**src/rtl/id_ex_stage_pkg.sv**
```systemverilog
// Shared defines for the ID/EX pipeline stage: ALU operation codes and forward-select encodings.
// Also holds the forwarding match rule shared by both operand forwarding units.
package id_ex_stage_pkg;

   localparam logic [3:0] AluAdd  = 4'h0;
   localparam logic [3:0] AluSub  = 4'h1;
   localparam logic [3:0] AluAnd  = 4'h2;
   localparam logic [3:0] AluOr   = 4'h3;
   localparam logic [3:0] AluXor  = 4'h4;
   localparam logic [3:0] AluSll  = 4'h5;
   localparam logic [3:0] AluSrl  = 4'h6;
   localparam logic [3:0] AluSra  = 4'h7;
   localparam logic [3:0] AluSlt  = 4'h8;
   localparam logic [3:0] AluSltu = 4'h9;

   typedef enum logic [1:0] {
      FwdNone  = 2'b00,
      FwdExMem = 2'b01,
      FwdMemWb = 2'b10
   } fwd_sel_e;

   // x0 is hardwired to zero, so a write to it must never be forwarded.
   function automatic logic fwd_hit(input logic [4:0] rd, input logic wr, input logic [4:0] rs);
      return wr && (rd != 5'd0) && (rd == rs);
   endfunction

endpackage

```
**src/rtl/forwarding_unit.sv**
```systemverilog
// Picks the forwarding source for one ALU operand; EX/MEM outranks MEM/WB.
module forwarding_unit
   import id_ex_stage_pkg::*;
(
   input  logic [4:0] rs,
   input  logic [4:0] exmem_rd,
   input  logic       exmem_reg_write,
   input  logic [4:0] memwb_rd,
   input  logic       memwb_reg_write,
   output logic [1:0] sel
);

   always_comb begin
      sel = FwdNone;
      if (fwd_hit(exmem_rd, exmem_reg_write, rs)) begin
         sel = FwdExMem;
      end else if (fwd_hit(memwb_rd, memwb_reg_write, rs)) begin
         sel = FwdMemWb;
      end
   end

endmodule

```
**src/rtl/mux2_n.sv**
```systemverilog
// N-bit 2:1 multiplexer.
module mux2_n #(
   parameter int unsigned N = 32
) (
   input  logic         sel_i,
   input  logic [N-1:0] d0_i,
   input  logic [N-1:0] d1_i,
   output logic [N-1:0] y_o
);

   assign y_o = sel_i ? d1_i : d0_i;

endmodule

```
**src/rtl/id_ex_stage.sv**
```systemverilog
// ID/EX pipeline register with load-use hazard detection, flush bubbles and operand forwarding.
// Forwarding is combinational on the registered slot plus the live EX/MEM and MEM/WB inputs.
module id_ex_stage
   import id_ex_stage_pkg::*;
#(
   parameter int unsigned N = 32
) (
   input  logic         clk,
   input  logic         rst,
   input  logic         id_valid,
   input  logic [N-1:0] id_rs1_data,
   input  logic [N-1:0] id_rs2_data,
   input  logic [N-1:0] id_imm,
   input  logic [4:0]   id_rs1,
   input  logic [4:0]   id_rs2,
   input  logic [4:0]   id_rd,
   input  logic [3:0]   id_alu_control,
   input  logic         id_alu_src,
   input  logic         id_reg_write,
   input  logic         id_mem_read,
   input  logic         id_mem_write,
   input  logic         branch_flush,
   input  logic         exmem_reg_write,
   input  logic         memwb_reg_write,
   input  logic [4:0]   exmem_rd,
   input  logic [4:0]   memwb_rd,
   input  logic [N-1:0] exmem_result,
   input  logic [N-1:0] memwb_result,
   output logic [N-1:0] alu_a,
   output logic [N-1:0] alu_b,
   output logic [3:0]   alu_control_out,
   output logic [N-1:0] store_data,
   output logic [4:0]   rd_out,
   output logic         reg_write_out,
   output logic         mem_read_out,
   output logic         mem_write_out,
   output logic         valid_out,
   output logic         stall_out
);

   logic         valid_q, valid_d;
   logic [N-1:0] rs1_data_q, rs1_data_d;
   logic [N-1:0] rs2_data_q, rs2_data_d;
   logic [N-1:0] imm_q, imm_d;
   logic [4:0]   rs1_q, rs1_d;
   logic [4:0]   rs2_q, rs2_d;
   logic [4:0]   rd_q, rd_d;
   logic [3:0]   alu_control_q, alu_control_d;
   logic         alu_src_q, alu_src_d;
   logic         reg_write_q, reg_write_d;
   logic         mem_read_q, mem_read_d;
   logic         mem_write_q, mem_write_d;

   logic         load_use;
   logic         bubble;
   logic [1:0]   sel_a, sel_b;
   logic [N-1:0] a_wb, b_wb, fwd_a, fwd_b;

   assign load_use = valid_q & mem_read_q & (rd_q != 5'd0) & id_valid &
                     ((rd_q == id_rs1) | (rd_q == id_rs2));
   assign stall_out = load_use & ~branch_flush;
   assign bubble = branch_flush | load_use;

   always_comb begin
      valid_d       = id_valid;
      rs1_data_d    = id_rs1_data;
      rs2_data_d    = id_rs2_data;
      imm_d         = id_imm;
      rs1_d         = id_rs1;
      rs2_d         = id_rs2;
      rd_d          = id_rd;
      alu_control_d = id_alu_control;
      alu_src_d     = id_alu_src;
      reg_write_d   = id_reg_write;
      mem_read_d    = id_mem_read;
      mem_write_d   = id_mem_write;
      if (bubble) begin
         valid_d       = 1'b0;
         rs1_data_d    = '0;
         rs2_data_d    = '0;
         imm_d         = '0;
         rs1_d         = '0;
         rs2_d         = '0;
         rd_d          = '0;
         alu_control_d = '0;
         alu_src_d     = 1'b0;
         reg_write_d   = 1'b0;
         mem_read_d    = 1'b0;
         mem_write_d   = 1'b0;
      end
   end

   always_ff @(posedge clk) begin
      if (rst) begin
         valid_q       <= 1'b0;
         rs1_data_q    <= '0;
         rs2_data_q    <= '0;
         imm_q         <= '0;
         rs1_q         <= '0;
         rs2_q         <= '0;
         rd_q          <= '0;
         alu_control_q <= '0;
         alu_src_q     <= 1'b0;
         reg_write_q   <= 1'b0;
         mem_read_q    <= 1'b0;
         mem_write_q   <= 1'b0;
      end else begin
         valid_q       <= valid_d;
         rs1_data_q    <= rs1_data_d;
         rs2_data_q    <= rs2_data_d;
         imm_q         <= imm_d;
         rs1_q         <= rs1_d;
         rs2_q         <= rs2_d;
         rd_q          <= rd_d;
         alu_control_q <= alu_control_d;
         alu_src_q     <= alu_src_d;
         reg_write_q   <= reg_write_d;
         mem_read_q    <= mem_read_d;
         mem_write_q   <= mem_write_d;
      end
   end

   forwarding_unit u_fwd_a (
      .rs              (rs1_q),
      .exmem_rd        (exmem_rd),
      .exmem_reg_write (exmem_reg_write),
      .memwb_rd        (memwb_rd),
      .memwb_reg_write (memwb_reg_write),
      .sel             (sel_a)
   );

   forwarding_unit u_fwd_b (
      .rs              (rs2_q),
      .exmem_rd        (exmem_rd),
      .exmem_reg_write (exmem_reg_write),
      .memwb_rd        (memwb_rd),
      .memwb_reg_write (memwb_reg_write),
      .sel             (sel_b)
   );

   // Three-way forward built from two 2:1 stages; the EX/MEM stage sits last so it wins.
   mux2_n #(.N(N)) u_a_wb (
      .sel_i (sel_a == FwdMemWb),
      .d0_i  (rs1_data_q),
      .d1_i  (memwb_result),
      .y_o   (a_wb)
   );

   mux2_n #(.N(N)) u_a_ex (
      .sel_i (sel_a == FwdExMem),
      .d0_i  (a_wb),
      .d1_i  (exmem_result),
      .y_o   (fwd_a)
   );

   mux2_n #(.N(N)) u_b_wb (
      .sel_i (sel_b == FwdMemWb),
      .d0_i  (rs2_data_q),
      .d1_i  (memwb_result),
      .y_o   (b_wb)
   );

   mux2_n #(.N(N)) u_b_ex (
      .sel_i (sel_b == FwdExMem),
      .d0_i  (b_wb),
      .d1_i  (exmem_result),
      .y_o   (fwd_b)
   );

   mux2_n #(.N(N)) u_b_src (
      .sel_i (alu_src_q),
      .d0_i  (fwd_b),
      .d1_i  (imm_q),
      .y_o   (alu_b)
   );

   assign alu_a           = fwd_a;
   assign store_data      = fwd_b;
   assign alu_control_out = alu_control_q;
   assign rd_out          = rd_q;
   assign valid_out       = valid_q;
   assign reg_write_out   = reg_write_q & valid_q;
   assign mem_read_out    = mem_read_q & valid_q;
   assign mem_write_out   = mem_write_q & valid_q;

endmodule

```
**config.mk**
```make
export PLATFORM = sky130hd
export DESIGN_NAME = id_ex_stage
export DESIGN_NICKNAME = d
export VERILOG_FILES = /design/src/rtl/id_ex_stage_pkg.sv /design/src/rtl/forwarding_unit.sv /design/src/rtl/mux2_n.sv /design/src/rtl/id_ex_stage.sv
export SDC_FILE = /design/constraint.sdc
export NUM_CORES = 1
export LEC_CHECK = 0
export CAP_MARGIN = 5
export CORE_ASPECT_RATIO = 1.5
export CORE_MARGIN = 2
export CORE_UTILIZATION = 39
export CTS_CLUSTER_DIAMETER = 50
export DETAILED_ROUTE_END_ITERATION = 12
export PLACE_DENSITY = 0.81
export SKIP_LAST_GASP = 1
export SYNTH_ARGS = -nofsm -noshare
export SYNTH_HDL_FRONTEND = slang
export SYNTH_SLANG_ARGS = --single-unit
```
**constraint.sdc**
```tcl
create_clock -name clk -period 2.6 [get_ports clk]
set_input_delay 0.52 -clock clk [delete_from_list [all_inputs] [get_ports clk]]
set_output_delay 0.52 -clock clk [all_outputs]
set_load 0.05 [all_outputs]
```
==> impl_metrics.py, run 1 <==
metrics = {
    "cts": {
        "clk_path_buf_depth": 2,
        "cts_root_buf": "clkbuf_16",
        "numClockSinks": 120,
        "cts_made_buffers": 17,
        "htreeDepth": 4,
    },
    "yosys": {
        "ys_types": 29,
        "synth_edf_count": 0,
        "synth_nets": 833,
        "yosysWarningCount": 0,
        "syn-mean-instance-area_sq_um": 8.86,
        "synth.cell_area_sq_um": 5620,
        "dominantRegCellSynth": "dfxtp_1",
        "ys_seq_elements": 120,
        "async_reset_ff_share_pct": 0,
        "ys_seq_area_share_pct": 42.8,
        "syn_inst": 634,
    },
    "floorplan": {
        "ios": 309,
        "fp-row-count": 53,
        "initial_utilization_pct": 40.0,
        "fp.dieW_microns": 102,
        "die_h_microns": 151,
    },
    "placement": {
        "placed_cells": 1185,
        "post-place-ws_ps": -717,
        "io_buffers": 308,
        "placed_area_sq_um": 10600,
        "dpl.hpwl_microns": 17900,
        "place_congestion": 0.940,
    },
    "global_route": {
        "overflow": 417,
        "grt_use_total_pct": 87.5,
        "grt_max_degree": 62,
    },
    "sta": {
        "worstEndpointType": "primary output",
        "crit_endpoint": "alu_b[20]",
    },
    "run_status": {
        "stop_error": "[ERROR GRT-0232] Routing congestion too high. Check the congestion heatmap in the GUI.",
        "status": "aborted with a tool error",
        "lastStage": "5_1_grt",
    },
}
[synth_stat cells (4+ instances only)]
| library cell | instances | area (sq um) |
|---|---|---|
| buf_2 | 7 | 35.0 |
| mux2_1 | 4 | 45.0 |
| clkbuf_1 | 26 | 97.6 |
| xnor2_1 | 27 | 236 |
| nand2_1 | 36 | 135 |
| mux2i_1 | 32 | 320 |
| and2_1 | 123 | 769 |
| a31oi_1 | 32 | 200 |
| dfxtp_1 | 120 | 2400 |
| nor3_1 | 33 | 165 |
| mux2_2 | 28 | 315 |
| clkbuf_2 | 10 | 50.1 |
| buf_4 | 4 | 30.0 |
| inv_1 | 33 | 124 |
| or3_1 | 32 | 200 |
| o21ai_0 | 65 | 325 |
[routing by layer]
metal	GRT overflow	GRT usage (%)
met3	2	70.1
met2	295	107
met1	4	82.5
met5	0	21.3
met4	116	98.1
[through the flow]
| step | TNS, ps | hold WS [ps] |
|---|---|---|
| CTS | -22960 | 650 |
| detailed placement | -60160 | 1090 |
| global placement | -56560 | 1090 |
| floorplan | -15260 | 642 |
[logic make-up after synthesis]
group	after synthesis	synth area share, %
and+or+nand+nor	236	23.9
buffers and inverters	81	6.06
DFF	120	42.8
muxes	64	12.1
xor gates and xnor gates	30	4.68
AOI/OAI and AO/OA	103	10.5
[timing repair]
| action | 4_1_cts |
|---|---|
| hold buffers | 0 |
| setup endpoints to repair | 96 |
| gates cloned | 11 |
| resized for setup | 275 |
| buffers inserted | 14 |
| endpoints found under the hold margin | 0 |
| pin swaps | 28 |
==> inputs of run 2 (changes only) <==
Settings changed: CORE_ASPECT_RATIO 1.5 to unset, CTS_CLUSTER_DIAMETER 50 to unset, PLACE_DENSITY 0.81 to unset, PLACE_DENSITY_LB_ADDON set to 0.15.
==> impl_metrics.py, run 2 <==
metrics = {
    "power_and_ir_drop": {
        "clkPwrFrac_pct": 40.5,
        "p_int_mw": 4.45,
        "p_leak_nw": 4.89,
        "switching_power_mw": 1.80,
        "seq_power_share_pct": 31.2,
        "swShare_pct": 28.8,
        "peakVddDrop_uv": 434,
        "p_comb_share_pct": 28.3,
        "power.density_nw_per_um2": 504,
    },
    "worst_setup_path": {
        "cp_data_required_time_ps": 2080,
        "worst_ep_arrival_time_ps": 2500,
        "crit_type": "in -> out",
        "crit_path_end_kind": "primary output",
        "path_max_fanout": 5,
        "start_kind": "primary input",
    },
    "yosys": {
        "ys_seq_area_share_pct": 42.8,
        "yosysTopAreaCell": "dfxtp_1",
        "ys_types": 29,
        "synth_edf_count": 0,
        "yosys-top-cells-count": "and2_1 (123), dfxtp_1 (120), o21ai_0 (65)",
        "syn_inst": 634,
        "synth_top_area_share_pct": 42.8,
        "async_reset_ff_share_pct": 0,
        "dominantRegCellSynth": "dfxtp_1",
        "yosysMostFrequentCell": "and2_1",
        "ys_seq_elements": 120,
        "synth.cell_area_sq_um": 5620,
        "yosysWarningCount": 0,
        "syn-mean-instance-area_sq_um": 8.86,
        "synth_nets": 833,
        "synthTopCellsByArea": "dfxtp_1 (43%), and2_1 (14%), o21ai_0 (5.8%), mux2i_1 (5.7%), mux2_2 (5.6%)",
    },
    "detailed_routing": {
        "drtIter0Drc": 323,
        "drc_errors": 0,
        "wl_per_cell_microns": 22.7,
        "wl_microns": 27500,
        "antenna_left": 0,
        "dr_total_vias": 6532,
        "dr.pass1.iters": 4,
        "viasPerCell": 5.38,
    },
    "cts": {
        "cts_root_buf": "clkbuf_16",
        "htreeDepth": 4,
        "cts_made_buffers": 17,
        "clk_path_buf_depth": 2,
        "cts_tree": "built",
        "clk_pin_slew_ps": 60,
        "numClockSinks": 120,
        "clock_latency_ps": 420,
    },
    "finish": {
        "syn2layout_area_growth_pct": 121,
        "layout-drive-gt1-share_pct": 39.6,
        "fillers": 617,
        "top_regs": "imm_q: 32 flops, rs1_data_q: 32 flops, rs2_data_q: 32 flops",
        "nNetsFinal": 1219,
        "multi_input_comb_area_sq_um": 3940,
        "final_cell_mix": "clkdlybuf4s50_1 (199), and2_1 (123), dfxtp_1 (110)",
        "final-seq-area_sq_um": 2420,
        "diodes": 0,
        "layout.cells.most_common": "clkdlybuf4s50_1",
    },
    "sta": {
        "fin_crit_sh_pct": 116,
        "fin_crit_ps": 3020,
        "slew_headroom_pct": 64.3,
        "hold_ws_ps": 657,
        "clock.fmax_mhz": 331,
        "finClkSkew_ps": 9.10,
        "rsz0062_at_grt": "true",
        "drv_slew": 0,
        "worst_slack_ps": -424,
        "finalSetupViolCount": 96,
        "worst_pin_slew_ps": 534,
        "hold_violations": 0,
    },
    "run_status": {
        "status": "finished with violations",
        "violations": "setup timing",
    },
    "flow_run": {
        "drv_cap": 0,
    },
    "global_route": {
        "grt_use_total_pct": 32.5,
        "overflow": 0,
        "antenna_found_initial": 1,
        "grt_pass1_wl_microns": 36800,
        "grt_pass1_vias": 6986,
        "grt_max_degree": 58,
    },
    "floorplan": {
        "initial_utilization_pct": 40.2,
        "dieArea_sq_um": 15400,
        "fp-row-count": 43,
        "ios": 309,
        "core_sq_um": 14000,
        "die_h_microns": 124,
        "fp.dieW_microns": 124,
    },
    "placement": {
        "post-place-ws_ps": -677,
        "place_congestion": 0.889,
        "io_buffers": 308,
        "dpl.hpwl_microns": 16400,
    },
    "hold_path": {
        "hold_path.class": "in -> reg",
    },
}
run 2: power groups by stage:
stage	logic [mW]	clock network, mW	registers, mW
final	1.77	2.53	1.95
after global routing	1.83	2.63	1.96
after CTS	1.66	2.53	1.95
after detailed placement	1.53	0	1.98
after global placement	1.51	0	1.98
after floorplan	0.699	0	1.99
run 2: final timing paths:
check / slack, ps / endpoint / cells past startpoint / start
setup / recovery: -420 / alu_b[14] / 10 / memwb_rd[1]
hold / removal: 660 / rs1_data_q[29] / 2 / id_rs1_data[29]
setup reg to reg: 250 / imm_q[8] / 5 / rd_out[1]
hold reg to reg: 1020 / rd_out[3] / 4 / mem_read_q
run 2: what timing repair did:
action	4_1_cts	5_1_grt
hold buffers	0	0
cloned	8	4
pin swaps	16	30
resized for setup	137	121
endpoints found under the setup margin	96	96
setup buffers	13	6
run 2: logic make-up after synthesis:
kind of cell              synth area share (%)
and+or+nand+nor                           23.9
DFF                                       42.8
AOI/OAI and AO/OA                         10.5
buffers and inverters                     6.06
muxes                                     12.1
xor gates and xnor gates                  4.68
run 2: area by class of cell:
class	count	share of cell area, %
Multi-Input combinational cell	433	31.7
Sequential cell	120	19.5
Clock buffer	17	3.42
Inverter	33	0.997
Clock inverter	15	1.63
Tap cell	180	1.81
Timing Repair Buffer	415	41.0
run 2: critical path, cell delays in order:
cell and delay (ps):
clkdlybuf4s15_2 270, nor3_2 90, a211o_4 390, buf_12 160, buf_16 140, o21ai_0 220, buf_4 170, a31oi_4 90
mux2_4 290, buf_6 150
run 2: layer usage:
metal / share of wire (%) / vias up / GRT usage (%)
met5: 0.047 / - / 0
met4: 6.0 / 2 / 19.1
met3: 8.0 / 124 / 9.75
met2: 52 / 377 / 59.4
met1: 34 / 3106 / 32.4
li1: - / 2923 / -
run 2: through the flow:
stage	power [mW]	cells	util [%]	cell area (sq um)	setup TNS, ps
final	6.26	1213	88.8	12400	-22730
after CTS	6.13	1209	85.5	12000	-23100
after detailed placement	3.52	1156	76.0	10600	-51830
after global routing	6.42	1213	88.8	12400	-27840
after global placement	3.49	1156	76.0	10600	-49450
after floorplan	2.69	634	-	6300	-15260
No activity file was read; power rests on OpenSTA's default activity.
==> inputs of run 3 (changes only) <==
Settings changed: CORE_UTILIZATION 39 to 40, DONT_BUFFER_PORTS set to 1.
==> impl_metrics.py, run 3 (same netlist as run 2, synthesis figures left out) <==
metrics = {
    "global_route": {
        "grt_pass1_vias": 5410,
        "grt_util_met3_pct": 8.88,
        "antenna_found_initial": 2,
        "grtUsageMet2_pct": 49.8,
        "top_usage_layer": "met2",
        "overflow": 0,
        "grt_use_total_pct": 27.4,
        "grt_pass1_wl_microns": 30500,
        "grtUsageMet1_pct": 28.6,
        "grt_max_degree": 63,
    },
    "power_and_ir_drop": {
        "clkPwrFrac_pct": 43.5,
        "swShare_pct": 30.2,
        "switching_power_mw": 1.64,
        "seq_power_share_pct": 36.1,
        "p_leak_nw": 3.76,
        "p_total_mw": 5.43,
        "peakVddDrop_uv": 439,
        "p_int_mw": 3.79,
        "power.density_nw_per_um2": 566,
        "p_comb_share_pct": 20.4,
    },
    "placement": {
        "io_buffers": 0,
        "placed_area_sq_um": 7300,
        "dpl.hpwl_microns": 13400,
        "post-place-ws_ps": -151,
        "place_congestion": 0.835,
    },
    "worst_setup_path": {
        "reg2reg_to": "imm_q[16]",
        "start_kind": "flop",
        "crit_type": "reg -> out",
        "rr_worst_depth": 5,
        "path_max_fanout": 17,
        "startpoint": "rs2_q[0]",
        "worst_ep_arrival_time_ps": 2300,
        "cp_data_required_time_ps": 2080,
        "crit_path_end_kind": "primary output",
        "timing.rr.start": "rd_out[1]",
        "worst-r2r-setup-slack_ps": 510,
    },
    "sta": {
        "finClkSkew_ps": 10.0,
        "slew_headroom_pct": 67.3,
        "rsz0062_at_grt": "true",
        "hold_violations": 0,
        "worst_slack_ps": -216,
        "fin_crit_ps": 2820,
        "hold_ws_ps": 219,
        "clock.fmax_mhz": 355,
        "finalSetupViolCount": 96,
        "worst_pin_slew_ps": 491,
        "fin_crit_sh_pct": 108,
        "drv_slew": 0,
    },
    "floorplan": {
        "ios": 309,
        "fp.dieW_microns": 123,
        "die_h_microns": 123,
        "core_sq_um": 13800,
        "fp-row-count": 43,
        "initial_utilization_pct": 40.6,
        "dieArea_sq_um": 15000,
    },
    "cts": {
        "cts_root_buf": "clkbuf_16",
        "clock_latency_ps": 420,
        "clk_path_buf_depth": 2,
        "cts_tree": "built",
        "ctsHoldBuffers": 0,
        "clk_pin_slew_ps": 60,
        "numClockSinks": 120,
        "htreeDepth": 4,
        "cts_made_buffers": 17,
    },
    "detailed_routing": {
        "drtIter0Drc": 229,
        "wl_microns": 21200,
        "dr.pass1.iters": 4,
        "dr_total_vias": 5118,
        "drc_errors": 0,
        "viasPerCell": 5.49,
        "wl_per_cell_microns": 22.7,
        "antenna_left": 0,
    },
    "finish": {
        "layout.cells.most_common": "and2_1",
        "postLayoutCellArea_sq_um": 9610,
        "fillers": 985,
        "layout-drive-gt1-share_pct": 48.5,
        "final_cell_mix": "and2_1 (123), dfxtp_1 (110), buf_6 (64)",
        "nNetsFinal": 937,
        "multi_input_comb_area_sq_um": 4320,
        "syn2layout_area_growth_pct": 71.0,
        "top_regs": "imm_q: 32 flops, rs1_data_q: 32 flops, rs2_data_q: 32 flops",
        "final_core_util_pct": 69.5,
        "final-seq-area_sq_um": 2420,
    },
    "hold_path": {
        "hold_path.class": "in -> reg",
        "worstHoldEndpoint": "rs2_data_q[27]",
        "worstHoldStart": "id_rs2_data[27]",
        "holdPathStages": 1,
    },
    "run_status": {
        "status": "finished with violations",
        "violations": "setup timing",
    },
    "flow_run": {
        "drv_cap": 0,
    },
}
## run 3: final cells by class
cell class	instances	share of cell area [%]
multi-input cells	433	45.0
flip-flops and latches	120	25.2
inverters	33	1.29
repair buffers	133	20.0
well taps	180	2.34
clock buffers	18	4.47
clock inverters	14	1.68
diodes	2	0.0521
## run 3: how the worst max path moves through the flow
stage | end | slack (ps)
floorplan | alu_b[0] | -280
global placement | alu_b[14] | -130
detailed placement | alu_b[6] | -150
CTS | alu_b[3] | -210
global route | alu_b[16] | -290
finish | alu_b[16] | -220
## run 3: layer usage
layer / routed length [microns] / vias up / part of all wire, %
met3: 1630 / 55 / 7.7
li1: - / 2371 / -
met5: 0 / - / 0
met4: 793 / 0 / 3.7
met2: 11300 / 251 / 53
met1: 7490 / 2441 / 35
## run 3: through the flow
stage	std cells	TNS [ps]
6_report	933	-11140
5_1_grt	933	-17940
4_1_cts	928	-12320
3_5_place_dp	863	-4140
3_3_place_gp	863	-3760
2_1_floorplan	634	-15260
## run 3: what timing repair did
| action | 4_1_cts | 5_1_grt |
|---|---|---|
| cloned | 14 | 2 |
| pin swaps | 29 | 22 |
| endpoints found under the setup margin | 96 | 96 |
| buffers inserted | 20 | 1 |
| gates resized for setup | 202 | 83 |
## run 3: power by group through the flow
| stage | registers, mW | clock network (mW) | logic, mW |
|---|---|---|---|
| finish | 1.96 | 2.36 | 1.11 |
| global placement | 1.99 | 0 | 0.925 |
| global route | 1.96 | 2.49 | 1.16 |
| floorplan | 1.99 | 0 | 0.699 |
| CTS | 1.96 | 2.40 | 1.06 |
| detailed placement | 1.99 | 0 | 0.933 |
## run 3: critical path, stage by stage, from the launching register on
cell	delay [ps]
dfxtp_2	370
xnor2_2	120
nand4_1	180
buf_6	200
buf_8	160
or3_4	390
a31oi_4	180
mux2_4	280
